==> config.mk <==
export PLATFORM = sky130hd
export DESIGN_NAME = stream_demux_1to4_flat
export DESIGN_NICKNAME = d
export VERILOG_FILES = /design/src/rtl/stream_demux_1to4_if.sv /design/src/rtl/stream_demux_1to4.sv /design/src/flat_wrapper.sv
export SDC_FILE = /design/constraint.sdc
export NUM_CORES = 1
export LEC_CHECK = 0
export ABC_AREA = 1
export BUFFER_PORTS_ARGS = -buffer_cell sky130_fd_sc_hd__buf_4
export CAP_MARGIN = 20
export CORE_AREA = 5 5 53 90
export DETAILED_ROUTE_END_ITERATION = 8
export DIE_AREA = 0 0 58 95
export HOLD_SLACK_MARGIN = 0.08
export PLACE_DENSITY = 0.81
export SYNTH_ARGS = -nofsm -noshare
export SYNTH_HDL_FRONTEND = slang
export SYNTH_SLANG_ARGS = --single-unit
==> constraint.sdc <==
create_clock -name clk -period 1.6 [get_ports clk]
set_input_delay 0.32 -clock clk [delete_from_list [all_inputs] [get_ports clk]]
set_output_delay 0.32 -clock clk [all_outputs]
set_load 0.1 [all_outputs]
==> src/rtl/stream_demux_1to4_if.sv <==
// Stream bus for stream_demux_1to4: one input stream with route select, four output channels.
// master drives the input stream and the channel readies; slave is the demultiplexer.
interface stream_demux_1to4_if #(
   parameter int W = 8
);
   logic         in_valid;
   logic         in_ready;
   logic [W-1:0] in_data;
   logic         S0;
   logic         S1;
   logic         y0_valid, y1_valid, y2_valid, y3_valid;
   logic         y0_ready, y1_ready, y2_ready, y3_ready;
   logic [W-1:0] y0, y1, y2, y3;

   modport master (
      output in_valid, in_data, S0, S1,
      output y0_ready, y1_ready, y2_ready, y3_ready,
      input  in_ready,
      input  y0_valid, y1_valid, y2_valid, y3_valid,
      input  y0, y1, y2, y3
   );

   modport slave (
      input  in_valid, in_data, S0, S1,
      input  y0_ready, y1_ready, y2_ready, y3_ready,
      output in_ready,
      output y0_valid, y1_valid, y2_valid, y3_valid,
      output y0, y1, y2, y3
   );
endinterface

==> src/rtl/stream_demux_1to4.sv <==
// Registered 1-to-4 stream demultiplexer; each channel owns a 1-entry output register.
// Define STREAM_DEMUX_1TO4_CNT_EN to add per-channel drain counters cnt0..cnt3.
module stream_demux_1to4 #(
   parameter int W = 8
`ifdef STREAM_DEMUX_1TO4_CNT_EN
   , parameter int CNT_W = 16
`endif
) (
   input  logic               clk,
   input  logic               rst,
   stream_demux_1to4_if.slave bus
`ifdef STREAM_DEMUX_1TO4_CNT_EN
   , output logic [CNT_W-1:0] cnt0
   , output logic [CNT_W-1:0] cnt1
   , output logic [CNT_W-1:0] cnt2
   , output logic [CNT_W-1:0] cnt3
`endif
);
   localparam logic [0:0] EMPTY = 1'b0;
   localparam logic [0:0] FULL  = 1'b1;

   logic [0:0]   state  [4];
   logic [W-1:0] data_q [4];
   logic [3:0]   ready_v;
   logic [3:0]   drain;
   logic [3:0]   load;
   logic [1:0]   sel;
   logic         accept;

   assign sel     = {bus.S1, bus.S0};
   assign ready_v = {bus.y3_ready, bus.y2_ready, bus.y1_ready, bus.y0_ready};

   // A FULL channel can take a new word only when it is draining in the same cycle.
   assign bus.in_ready = (state[sel] == EMPTY) || ready_v[sel];
   assign accept       = bus.in_valid && bus.in_ready;

   always_comb begin
      // NOTE: every variable gets a value on every path through always_comb, so no latch is inferred.
      drain = '0;
      load  = '0;
      for (int n = 0; n < 4; n++) begin
         drain[n] = (state[n] == FULL) && ready_v[n];
         load[n]  = accept && (sel == 2'(n));
      end
   end

   always_ff @(posedge clk or posedge rst) begin
      if (rst) begin
         // NOTE: the data registers are reset as well, because the channel data must read 0 while in reset.
         for (int n = 0; n < 4; n++) begin
            state[n]  <= EMPTY;
            data_q[n] <= '0;
         end
      end else begin
         // NOTE: sequential state uses non-blocking assignments so every register updates from pre-edge values.
         for (int n = 0; n < 4; n++) begin
            if (load[n]) begin
               state[n]  <= FULL;
               data_q[n] <= bus.in_data;
            end else if (drain[n]) begin
               state[n] <= EMPTY;
            end
         end
      end
   end

   assign bus.y0_valid = (state[0] == FULL);
   assign bus.y1_valid = (state[1] == FULL);
   assign bus.y2_valid = (state[2] == FULL);
   assign bus.y3_valid = (state[3] == FULL);
   assign bus.y0       = data_q[0];
   assign bus.y1       = data_q[1];
   assign bus.y2       = data_q[2];
   assign bus.y3       = data_q[3];

`ifdef STREAM_DEMUX_1TO4_CNT_EN
   logic [CNT_W-1:0] cnt_q [4];

   // Counters wrap naturally at 2^CNT_W.
   always_ff @(posedge clk or posedge rst) begin
      if (rst) begin
         for (int n = 0; n < 4; n++) cnt_q[n] <= '0;
      end else begin
         for (int n = 0; n < 4; n++) begin
            if (drain[n]) cnt_q[n] <= cnt_q[n] + CNT_W'(1);
         end
      end
   end

   assign cnt0 = cnt_q[0];
   assign cnt1 = cnt_q[1];
   assign cnt2 = cnt_q[2];
   assign cnt3 = cnt_q[3];
`endif
endmodule

==> src/flat_wrapper.sv <==
// flat-port wrapper written by rule: the top's interface ports become plain ports
module stream_demux_1to4_flat 
#(
   parameter int W = 8

)
  (clk, rst, bus_in_valid, bus_in_data, bus_S0, bus_S1, bus_y0_ready, bus_y1_ready, bus_y2_ready, bus_y3_ready, bus_in_ready, bus_y0_valid, bus_y1_valid, bus_y2_valid, bus_y3_valid, bus_y0, bus_y1, bus_y2, bus_y3);
  stream_demux_1to4_if #(.W(W)) bus_i ();
  input  logic clk;
  input  logic rst;
  input wire logic [$bits(bus_i.in_valid)-1:0] bus_in_valid;
  input wire logic [$bits(bus_i.in_data)-1:0] bus_in_data;
  input wire logic [$bits(bus_i.S0)-1:0] bus_S0;
  input wire logic [$bits(bus_i.S1)-1:0] bus_S1;
  input wire logic [$bits(bus_i.y0_ready)-1:0] bus_y0_ready;
  input wire logic [$bits(bus_i.y1_ready)-1:0] bus_y1_ready;
  input wire logic [$bits(bus_i.y2_ready)-1:0] bus_y2_ready;
  input wire logic [$bits(bus_i.y3_ready)-1:0] bus_y3_ready;
  output wire logic [$bits(bus_i.in_ready)-1:0] bus_in_ready;
  output wire logic [$bits(bus_i.y0_valid)-1:0] bus_y0_valid;
  output wire logic [$bits(bus_i.y1_valid)-1:0] bus_y1_valid;
  output wire logic [$bits(bus_i.y2_valid)-1:0] bus_y2_valid;
  output wire logic [$bits(bus_i.y3_valid)-1:0] bus_y3_valid;
  output wire logic [$bits(bus_i.y0)-1:0] bus_y0;
  output wire logic [$bits(bus_i.y1)-1:0] bus_y1;
  output wire logic [$bits(bus_i.y2)-1:0] bus_y2;
  output wire logic [$bits(bus_i.y3)-1:0] bus_y3;
  assign bus_i.in_valid = bus_in_valid;
  assign bus_i.in_data = bus_in_data;
  assign bus_i.S0 = bus_S0;
  assign bus_i.S1 = bus_S1;
  assign bus_i.y0_ready = bus_y0_ready;
  assign bus_i.y1_ready = bus_y1_ready;
  assign bus_i.y2_ready = bus_y2_ready;
  assign bus_i.y3_ready = bus_y3_ready;
  assign bus_in_ready = bus_i.in_ready;
  assign bus_y0_valid = bus_i.y0_valid;
  assign bus_y1_valid = bus_i.y1_valid;
  assign bus_y2_valid = bus_i.y2_valid;
  assign bus_y3_valid = bus_i.y3_valid;
  assign bus_y0 = bus_i.y0;
  assign bus_y1 = bus_i.y1;
  assign bus_y2 = bus_i.y2;
  assign bus_y3 = bus_i.y3;
  stream_demux_1to4 #(.W(W)) u_core (.clk(clk), .rst(rst), .bus(bus_i));
endmodule
# [After elaboration in Yosys (flattened, before gate mapping)]
# Cells that the tools add are included.
[word_totals] latch_bits=0 input_bits=17 register_bits=36 mem_count=0 rom_bits=0 wordCells=43 ram_bits=0
[classes] addsub=0 mul=0 bitwise_logic=2 n_reduce_logical=15 eq_ne=3 div_mod_pow=0 magnitude_cmp=2 muxes=13 shift=0
[op_table] operator="two-way mux 1 bit" n=11
[op_table] operator="logical AND 1 bit" n=9
[op_table] operator="nonzero test 2 bit" n=4
[op_table] operator="binary-select mux 1 bit (select 2 bit)" n=2
[op_table] operator="equality test 2 bit, second input constant" n=2
[op_table] operator="greater-or-equal comparator 3 bit, second input constant" n=1
[op_table] operator="< comparator 2 x 3 -> 1 bit, second input constant" n=1
[op_table] operator="NOT 2 -> 3 bit" n=1
[op_table] operator="equality test 2 x 1 -> 1 bit, second input constant" n=1
[op_table] operator="logical NOT 2 bit" n=1
[op_table] operator="logical OR 1 bit" n=1
[op_table] operator="NOT 1 bit" n=1

# [Depth between registers and ports, before layout]
# Gate-level depths: netlist of run 1.
[logic_depth] word_depth=9 depth_mapped=10 mapped_depth_nobuf=9

# [Worst setup path before layout of run 1]
# Ideal clock, no wire load.
[synth_path] path_type="reg2out" from="reg u_core.state (netlist bit u_core.bus.y3_valid)" to="out bus_in_ready" stages_incl_launch_ff=7 slack_ps=-295 t_required_ps=1280 t_arrival_ps=1575 path_buffers=1 cell_sequence="dfrtp_1 -> nand2_1 -> nand2_1 -> nand2_1 -> nand2_2 -> nand2_8 -> buf_12"
[synth_between] elab_chain_cells=5
[synth_lines] item="from (decl)" line_no="stream_demux_1to4.sv:22" rtl="logic [0:0] state [4];"
[synth_lines] item="from (signal, indexed assignment)" line_no="stream_demux_1to4.sv:51" rtl="state[n] <= EMPTY;"
[synth_lines] item="from (signal, indexed assignment)" line_no="stream_demux_1to4.sv:58" rtl="state[n] <= FULL;"
[synth_lines] item="from (signal, indexed assignment)" line_no="stream_demux_1to4.sv:61" rtl="state[n] <= EMPTY;"
[synth_lines] item="binary-select mux 1 bit (select 2 bit)" line_no="stream_demux_1to4.sv:34" rtl="assign bus.in_ready = (state[sel] == EMPTY) || ready_v[sel];"
[synth_lines] item="two-way mux 1 bit (not written as such) (2 in series)" line_no="stream_demux_1to4.sv:34"
[synth_lines] item="NOT 1 bit" line_no="stream_demux_1to4.sv:34"
[synth_lines] item="logical OR 1 bit" line_no="stream_demux_1to4.sv:34"
[synth_lines] item="to (decl)" line_no="flat_wrapper.sv:19" rtl="output wire logic [$bits(bus_i.in_ready)-1:0] bus_in_ready;"
# Every way passes these cells. The select of a mux whose other input is x is not followed.

# [Worst setup path in the final report of run 1]
[layout_path] from="reg u_core.state (netlist bit u_core.bus.y2_valid)" to="out bus_in_ready"
# The elaborated chain is that of the path after synthesis.

==> report_table.html, run 1 <==
<table>
<tr><th>Metric</th><th>Value</th></tr>
<tr><th colspan="2">Power</th></tr>
<tr><td>Overall power of the completed layout</td><td>4.09 mW</td></tr>
<tr><td>Proportion of total power due to net switching</td><td>50.5%</td></tr>
<tr><td>Sequential share of power</td><td>29.2%</td></tr>
<tr><td>Leakage power total</td><td>1.25 nW</td></tr>
<tr><td>Internal</td><td>2.03 mW</td></tr>
<tr><td>Combinational Power Share</td><td>49.4%</td></tr>
<tr><td>Share of total power in the clock network</td><td>21.3%</td></tr>
<tr><td>Power spent charging and discharging nets</td><td>2.07 mW</td></tr>
<tr><td>IR Drop Worst-Case VDD</td><td>0.906 mV</td></tr>
<tr><td>Power per cell area</td><td>1690 mW/mm^2</td></tr>
<tr><th colspan="2">Die</th></tr>
<tr><td>Die width</td><td>58 um</td></tr>
<tr><td>Top-level port count</td><td>54</td></tr>
<tr><td>Area of the die</td><td>0.00551 sq mm</td></tr>
<tr><td>Overall die height</td><td>95 um</td></tr>
<tr><td>Core area</td><td>0.00403 sq mm</td></tr>
<tr><td>Starting density of the core</td><td>42.2%</td></tr>
<tr><td>Placement Rows</td><td>31</td></tr>
<tr><th colspan="2">Timing</th></tr>
<tr><td>Transition time at the pin with the least slew margin</td><td>0.504 ns</td></tr>
<tr><td>Minimum clock period after layout</td><td>1.60 ns</td></tr>
<tr><td>RSZ-0062 raised after global routing</td><td>true</td></tr>
<tr><td>Fin crit share</td><td>100%</td></tr>
<tr><td>Worst slew slack as a fraction of its limit</td><td>66.4%</td></tr>
<tr><td>Total count of hold-check failures in the final report</td><td>0</td></tr>
<tr><td>Final setup viols</td><td>1</td></tr>
<tr><td>Setup TNS</td><td>-0.00390 ns</td></tr>
<tr><td>Max Freq</td><td>623 MHz</td></tr>
<tr><td>Number of max-slew violations in the final report</td><td>0</td></tr>
<tr><td>Setup ws final</td><td>-0.00390 ns</td></tr>
<tr><td>Post-route clock skew</td><td>0.00801 ns</td></tr>
<tr><th colspan="2">Synth</th></tr>
<tr><td>Count of mapped cells out of synthesis</td><td>178</td></tr>
<tr><td>Synthesized area</td><td>0.00170 sq mm</td></tr>
<tr><td>Number of synthesized flops with an enable pin</td><td>0</td></tr>
<tr><td>Synth cell types</td><td>21</td></tr>
<tr><td>Mean area per synthesized cell</td><td>9.57 sq um</td></tr>
<tr><td>Warnings, synthesis</td><td>0</td></tr>
<tr><td>Cell types with the highest counts after synthesis</td><td>73 x nand2_1, 36 x dfrtp_1, 32 x nand4_1</td></tr>
<tr><td>Yosys top cell by area</td><td>dfrtp_1</td></tr>
<tr><td>Share of synthesized registers carrying an async set or reset</td><td>100%</td></tr>
<tr><td>Synth top area cells</td><td>dfrtp_1 53%, nand2_1 16%, nand4_1 12%, nand3_4 4.1%, buf_8 1.8%</td></tr>
<tr><td>Fraction of the yosys area taken by sequential cells</td><td>52.9%</td></tr>
<tr><td>Most numerous cell in the Yosys netlist</td><td>nand2_1</td></tr>
<tr><td>Register bit count reported by yosys</td><td>36</td></tr>
<tr><td>Area share of the largest cell type after synthesis</td><td>52.9%</td></tr>
<tr><td>Post-synth top flop</td><td>dfrtp_1</td></tr>
<tr><td>Syn Nets</td><td>195</td></tr>
<tr><th colspan="2">Drt</th></tr>
<tr><td>Routed vias</td><td>1557</td></tr>
<tr><td>Detailed Route Iter0 Violations</td><td>53</td></tr>
<tr><td>Detailed-route wire length</td><td>4.77 mm</td></tr>
<tr><td>Routed len/inst</td><td>16.2 um</td></tr>
<tr><td>Post-DRT Antenna Nets</td><td>0</td></tr>
<tr><td>Pre-antenna DRT Iters</td><td>4</td></tr>
<tr><td>Remaining DRCs</td><td>0</td></tr>
<tr><td>Vias per cell</td><td>5.30</td></tr>
<tr><th colspan="2">Setup path</th></tr>
<tr><td>Crit-path cells</td><td>nand2_2 &gt; nand2_2 &gt; nand2_2 &gt; nand2_4 &gt; nand2_8 &gt; buf_12</td></tr>
<tr><td>Crit-path max FO</td><td>2</td></tr>
<tr><td>Crit path largest cell delay</td><td>0.48 ns</td></tr>
<tr><td>Startpoint type of the worst setup path</td><td>register</td></tr>
<tr><td>Capture instance of the worst register-to-register path</td><td>u_core.bus.y2[2]</td></tr>
<tr><td>Critical setup path kind</td><td>register to output port</td></tr>
<tr><td>R2r setup slk</td><td>0.06 ns</td></tr>
<tr><td>Critical path capture point type</td><td>output port</td></tr>
<tr><td>Arrival time reported for the critical path endpoint</td><td>1.28 ns</td></tr>
<tr><td>R2R Path Start</td><td>u_core.bus.y2_valid</td></tr>
<tr><td>Required time reported for the critical path endpoint</td><td>1.28 ns</td></tr>
<tr><td>Register-to-Register Path Depth</td><td>10</td></tr>
<tr><td>Critical Path Slowest Stage Cell</td><td>dfrtp_4</td></tr>
<tr><td>Cell with the most instances on the worst path</td><td>nand2_2</td></tr>
<tr><th colspan="2">Global routing</th></tr>
<tr><td>Number of global-route vias before repair</td><td>1538</td></tr>
<tr><td>Combined global-route utilization of all metal layers</td><td>17.4%</td></tr>
<tr><td>Overflow left after global routing</td><td>0</td></tr>
<tr><td>Number of antenna violations at the first check in global routing</td><td>0</td></tr>
<tr><td>Maximum number of pins on one net before global-route repair</td><td>37</td></tr>
<tr><td>First-pass GRT wire length</td><td>7.22 mm</td></tr>
<tr><th colspan="2">Outcome</th></tr>
<tr><td>Run status</td><td>finished, violations left</td></tr>
<tr><td>Failing checks</td><td>setup timing</td></tr>
<tr><th colspan="2">Finish</th></tr>
<tr><td>Fin area</td><td>0.00243 sq mm</td></tr>
<tr><td>Share of post-route cells with drive strength above 1</td><td>42.4%</td></tr>
<tr><td>Layout area overhead</td><td>42.4%</td></tr>
<tr><td>Ant. Diodes</td><td>0</td></tr>
<tr><td>Nets</td><td>261</td></tr>
<tr><td>Final core utilization</td><td>60.2%</td></tr>
<tr><th colspan="2">Clock network</th></tr>
<tr><td>Source-to-sink clock delay at the later pin of the worst-skew pair</td><td>0.29 ns</td></tr>
<tr><td>Clk sinks</td><td>36</td></tr>
<tr><td>CTS Hold Buffers Added</td><td>0</td></tr>
<tr><td>CTS Root Cell</td><td>clkbuf_8</td></tr>
<tr><td>CTS Buffer Depth</td><td>2</td></tr>
<tr><td>TritonCTS Buffers</td><td>5</td></tr>
<tr><td>Maximum level of the CTS H-tree</td><td>2</td></tr>
<tr><td>CTS clock-pin slew for the worst setup and hold paths</td><td>0.07 ns</td></tr>
<tr><td>Clock tree from TritonCTS</td><td>yes</td></tr>
<tr><th colspan="2">Placement</th></tr>
<tr><td>Post-detailed-placement cell area</td><td>0.00213 sq mm</td></tr>
<tr><td>Placement-stage worst setup slack</td><td>0.0701 ns</td></tr>
<tr><td>Routability congestion estimate</td><td>0.780</td></tr>
<tr><td>Buffers added on ports</td><td>53</td></tr>
<tr><td>HPWL after DPL</td><td>3.23 mm</td></tr>
<tr><th colspan="2">Hold path</th></tr>
<tr><td>Worst hold-check path type</td><td>input pin to async pin</td></tr>
<tr><th colspan="2">Job</th></tr>
<tr><td>Max cap viols</td><td>0</td></tr>
</table>
==> worst max-delay path: cells and delay by family (launching register included) <==
kind	cells	cell delay, ns
flops	1	0.48
buf+inv	1	0.16
simple gates	5	0.35
==> layer usage <==
metal	vias up	part of all wire, %	global-route usage, %
met3	7	5.4	3.15
met1	756	38	21.3
li1	741	-	-
met2	53	55	29.4
met5	-	0	0
met4	0	1.9	7.74
==> cells in the final DEF, fill, tap and decap left out, types with 2 or more instances in the layout <==
| cell | count |
|---|---|
| nand4_1 | 32 |
| nand2_4 | 3 |
| inv_1 | 5 |
| nand2_1 | 65 |
| nand2_2 | 9 |
| buf_4 | 61 |
| nor2_2 | 2 |
| nand3_1 | 2 |
| nand3_4 | 7 |
| buf_12 | 2 |
| clkbuf_8 | 7 |
| dfrtp_4 | 3 |
| o21ai_0 | 4 |
| nand3_2 | 2 |
| dfrtp_1 | 32 |
==> state kept, by name, indices dropped and copies added (netlist names) <==
| signal | flops |
|---|---|
| u_core.bus.y0_valid | 1 |
| u_core.bus.y3_valid | 1 |
| u_core.bus.y1_valid | 1 |
| u_core.bus.y3 | 8 |
| u_core.bus.y0 | 8 |
| u_core.bus.y2_valid | 1 |
| u_core.bus.y1 | 8 |
| u_core.bus.y2 | 8 |
==> logic make-up (layout without fill, tap and decap cells) <==
family,Yosys count,in the layout,share of synthesized area [%]
and+or+nand+nor,121,125,38.6
DFF,36,36,52.9
buffers and inverters,17,80,7.34
AOI/OAI and AO/OA,4,4,1.17
==> how the worst max path moves through the flow <==
stage | startpoint | endpoint | slack [ns]
global route | u_core.bus.y2_valid | bus_in_ready | -0.05
CTS | u_core.bus.y3_valid | bus_in_ready | -0.01
finish | u_core.bus.y2_valid | bus_in_ready | -0.004
detailed placement | bus_S0 | bus_in_ready | 0.07
floorplan | u_core.bus.y0_valid | bus_in_ready | 0.002
global placement | bus_S0 | bus_in_ready | 0.11
==> timing repair <==
action                     4_1_cts  5_1_grt
setup endpoints to repair        1       33
pin swaps                        5        5
gates resized for setup          6       10
cloned                           0        5
buffers inserted                 4        1
==> power by group through the flow <==
stage / logic [mW] / registers [mW] / clock network [mW]
2_1_floorplan: 0.293 / 2.46 / 0
3_3_place_gp: 1.95 / 1.21 / 0
3_5_place_dp: 1.97 / 1.21 / 0
4_1_cts: 1.99 / 1.20 / 0.885
5_1_grt: 2.10 / 1.22 / 0.915
6_report: 2.02 / 1.20 / 0.873
==> metrics by stage <==
step,hold slack (ns),std cells
final,0.126,294
after global routing,0.189,294
after CTS,0.145,288
after detailed placement,0.462,276
after global placement,0.450,276
after floorplan,0.413,178
==> layout make-up <==
type | count | area, sq um
clock buffer | 7 | 96.3
tap | 49 | 61.3
timing repair buffer | 64 | 523
sequential | 36 | 913
multi-input combinational | 129 | 771
clock inverter | 1 | 30.0
fill | 367 | 1610
inverter | 8 | 32.5
Power figures use the tool's default switching activity.
==> run 2: changes to the inputs <==
Settings changed: CORE_AREA 5 5 53 90 to 5 5 51 86, DIE_AREA 0 0 58 95 to 0 0 56 91, HOLD_SLACK_MARGIN 0.08 to 0.05, PLACE_DENSITY 0.81 to 0.86.
==> report_table.html, run 2 (synthesized netlist as in run 1, its figures left out) <==
<table>
<tr><th>Metric</th><th>Value</th></tr>
<tr><th colspan="2">Finish</th></tr>
<tr><td>Commonest non-fill, non-tap cells in the layout</td><td>69 x nand2_1, 59 x buf_4, 32 x nand4_1, 32 x dfrtp_1, 7 x nand2_2</td></tr>
<tr><td>Cell Count, Final, Fillers Out</td><td>290</td></tr>
<tr><td>Layout area overhead</td><td>38.2%</td></tr>
<tr><td>Ant. Diodes</td><td>0</td></tr>
<tr><td>Commonest non-fill, non-tap cell in the layout</td><td>nand2_1</td></tr>
<tr><td>Share of post-route cells with drive strength above 1</td><td>39.8%</td></tr>
<tr><td>Nets</td><td>260</td></tr>
<tr><td>Layout fillers</td><td>286</td></tr>
<tr><td>Sequential Area</td><td>913 sq um</td></tr>
<tr><td>Footprint of the multi-input gates</td><td>728 sq um</td></tr>
<tr><th colspan="2">Placement</th></tr>
<tr><td>Routability congestion estimate</td><td>0.745</td></tr>
<tr><td>Buffers added on ports</td><td>53</td></tr>
<tr><td>HPWL after DPL</td><td>3.17 mm</td></tr>
<tr><td>Placement-stage worst setup slack</td><td>0.0808 ns</td></tr>
<tr><td>Placed instance count</td><td>273</td></tr>
<tr><th colspan="2">Die</th></tr>
<tr><td>Top-level port count</td><td>54</td></tr>
<tr><td>Core area</td><td>0.00359 sq mm</td></tr>
<tr><td>Overall die height</td><td>91 um</td></tr>
<tr><td>Starting density of the core</td><td>47.4%</td></tr>
<tr><td>Area of the die</td><td>0.00510 sq mm</td></tr>
<tr><td>Placement Rows</td><td>29</td></tr>
<tr><td>Die width</td><td>56 um</td></tr>
<tr><th colspan="2">Setup path</th></tr>
<tr><td>Capture instance of the worst register-to-register path</td><td>u_core.bus.y0[6]</td></tr>
<tr><td>Crit path largest cell delay</td><td>0.49 ns</td></tr>
<tr><td>Critical setup path kind</td><td>register to output port</td></tr>
<tr><td>Kind of cell with the highest combined delay on the critical path</td><td>flip-flops</td></tr>
<tr><td>Crit-path cells</td><td>nand2_2 &gt; nand2_1 &gt; nand2_1 &gt; nand2_2 &gt; nand2_8 &gt; buf_12</td></tr>
<tr><td>Bufs and invs on worst path</td><td>1</td></tr>
<tr><td>Crit-path max FO</td><td>3</td></tr>
<tr><td>Arrival time reported for the critical path endpoint</td><td>1.28 ns</td></tr>
<tr><td>Critical Path Slowest Stage Cell</td><td>dfrtp_4</td></tr>
<tr><td>R2r setup slk</td><td>0.06 ns</td></tr>
<tr><td>Required time reported for the critical path endpoint</td><td>1.28 ns</td></tr>
<tr><td>Path length in cells of the critical path</td><td>6</td></tr>
<tr><td>Startpoint type of the worst setup path</td><td>register</td></tr>
<tr><td>R2R Path Start</td><td>u_core.bus.y2_valid</td></tr>
<tr><td>Critical path capture point type</td><td>output port</td></tr>
<tr><td>Register-to-Register Path Depth</td><td>10</td></tr>
<tr><th colspan="2">Timing</th></tr>
<tr><td>Worst slew slack as a fraction of its limit</td><td>66.2%</td></tr>
<tr><td>Post-route clock skew</td><td>0.00205 ns</td></tr>
<tr><td>Transition time at the pin with the least slew margin</td><td>0.506 ns</td></tr>
<tr><td>Worst-case hold slack</td><td>0.0616 ns</td></tr>
<tr><td>Setup ws final</td><td>0.00450 ns</td></tr>
<tr><td>Final setup viols</td><td>0</td></tr>
<tr><td>Number of max-slew violations in the final report</td><td>0</td></tr>
<tr><td>Setup TNS</td><td>0 ns</td></tr>
<tr><td>Total count of hold-check failures in the final report</td><td>0</td></tr>
<tr><td>RSZ-0062 raised after global routing</td><td>true</td></tr>
<tr><td>Max Freq</td><td>627 MHz</td></tr>
<tr><td>Fin crit share</td><td>99.7%</td></tr>
<tr><td>Minimum clock period after layout</td><td>1.60 ns</td></tr>
<tr><th colspan="2">Hold path</th></tr>
<tr><td>Worst hold-check path type</td><td>input pin to async pin</td></tr>
<tr><th colspan="2">Clock network</th></tr>
<tr><td>Clock tree from TritonCTS</td><td>yes</td></tr>
<tr><td>TritonCTS Buffers</td><td>5</td></tr>
<tr><td>Source-to-sink clock delay at the later pin of the worst-skew pair</td><td>0.28 ns</td></tr>
<tr><td>CTS Root Cell</td><td>clkbuf_8</td></tr>
<tr><td>CTS clock-pin slew for the worst setup and hold paths</td><td>0.07 ns</td></tr>
<tr><td>Maximum level of the CTS H-tree</td><td>2</td></tr>
<tr><td>CTS Buffer Depth</td><td>2</td></tr>
<tr><td>Clk sinks</td><td>36</td></tr>
<tr><td>CTS Hold Buffers Added</td><td>0</td></tr>
<tr><th colspan="2">Power</th></tr>
<tr><td>Power per cell area</td><td>1640 mW/mm^2</td></tr>
<tr><td>Leakage power total</td><td>1.23 nW</td></tr>
<tr><td>Overall power of the completed layout</td><td>3.87 mW</td></tr>
<tr><td>IR Drop Worst-Case VDD</td><td>1.06 mV</td></tr>
<tr><th colspan="2">Global routing</th></tr>
<tr><td>First-pass GRT wire length</td><td>7.42 mm</td></tr>
<tr><td>Overflow left after global routing</td><td>0</td></tr>
<tr><td>Number of global-route vias before repair</td><td>1498</td></tr>
<tr><td>Combined global-route utilization of all metal layers</td><td>18.4%</td></tr>
<tr><td>Number of antenna violations at the first check in global routing</td><td>0</td></tr>
<tr><td>Maximum number of pins on one net before global-route repair</td><td>37</td></tr>
<tr><th colspan="2">Drt</th></tr>
<tr><td>Routed vias</td><td>1636</td></tr>
<tr><td>Pre-antenna DRT Iters</td><td>5</td></tr>
<tr><td>Post-DRT Antenna Nets</td><td>0</td></tr>
<tr><td>Remaining DRCs</td><td>0</td></tr>
<tr><td>Detailed-route wire length</td><td>4.78 mm</td></tr>
<tr><td>Routed len/inst</td><td>16.5 um</td></tr>
<tr><td>Detailed Route Iter0 Violations</td><td>78</td></tr>
<tr><td>Vias per cell</td><td>5.64</td></tr>
<tr><th colspan="2">Outcome</th></tr>
<tr><td>Run status</td><td>complete, no violations</td></tr>
<tr><th colspan="2">Job</th></tr>
<tr><td>Max cap viols</td><td>0</td></tr>
</table>
-- run 2: cell types whose count changed in the layout (fill, tap and decap cells not counted) --
cell,change
nand3_2,+3
nand2_2,-2
bufinv_16,-1
clkbuf_1,+2
nand2_4,-2
nand3_4,-3
nand2_1,+4
buf_4,-2
clkbuf_8,-1
clkbuf_16,+1
-- run 2: worst register-to-register path, stage by stage (launching register included) --
cell,delay [ns]
dfrtp_4,0.49
nand2_2,0.07
nand2_1,0.04
nand2_1,0.06
nand2_2,0.08
nand2_8,0.08
buf_4,0.15
buf_12,0.16
nand3_2,0.14
nand2_1,0.11
nand2_1,0.05
-- run 2: worst max path at each step --
stage,start,end,slack [ns]
finish,u_core.bus.y2_valid,bus_in_ready,0.004
detailed placement,bus_S0,u_core.bus.y0[2],0.08
floorplan,u_core.bus.y0_valid,bus_in_ready,0.002
global placement,bus_S0,bus_in_ready,0.12
CTS,u_core.bus.y2_valid,bus_in_ready,0.0002
global route,u_core.bus.y2_valid,bus_in_ready,-0.06
-- run 2: cell type report --
class | instances | share of cell area [%]
clock buffer | 8 | 3.83
inverter | 8 | 1.38
multi-input combinational | 129 | 30.9
sequential | 36 | 38.8
tap | 46 | 2.44
timing repair buffer | 63 | 22.6
-- run 2: metal layers --
layer	vias up	track usage, %	wire length [um]
li1	741	-	-
met2	100	29.8	2460
met4	0	10.5	203
met3	20	4.96	439
met5	-	0	0
met1	775	21.8	1680
-- run 2: per-stage QoR --
stage	area [sq um]	util, %
after global routing	2350	65.6
after floorplan	1720	-
final	2350	65.6
after detailed placement	2130	59.3
after CTS	2260	62.8
after global placement	2130	59.3
-- run 2: where the power goes --
part	switching (mW)	total (mW)	internal (mW)
logic	1.63	2.02	0.389
registers	0.108	1.19	1.09
clock network	0.306	0.656	0.351
total	2.04	3.87	1.83
-- run 2: what timing repair did --
action / CTS / global route
cloned: 0 / 6
setup buffers: 3 / 0
endpoints found under the hold margin: 0 / 0
pin swaps: 5 / 0
setup endpoints to repair: 1 / 34
gates resized for setup: 4 / 3
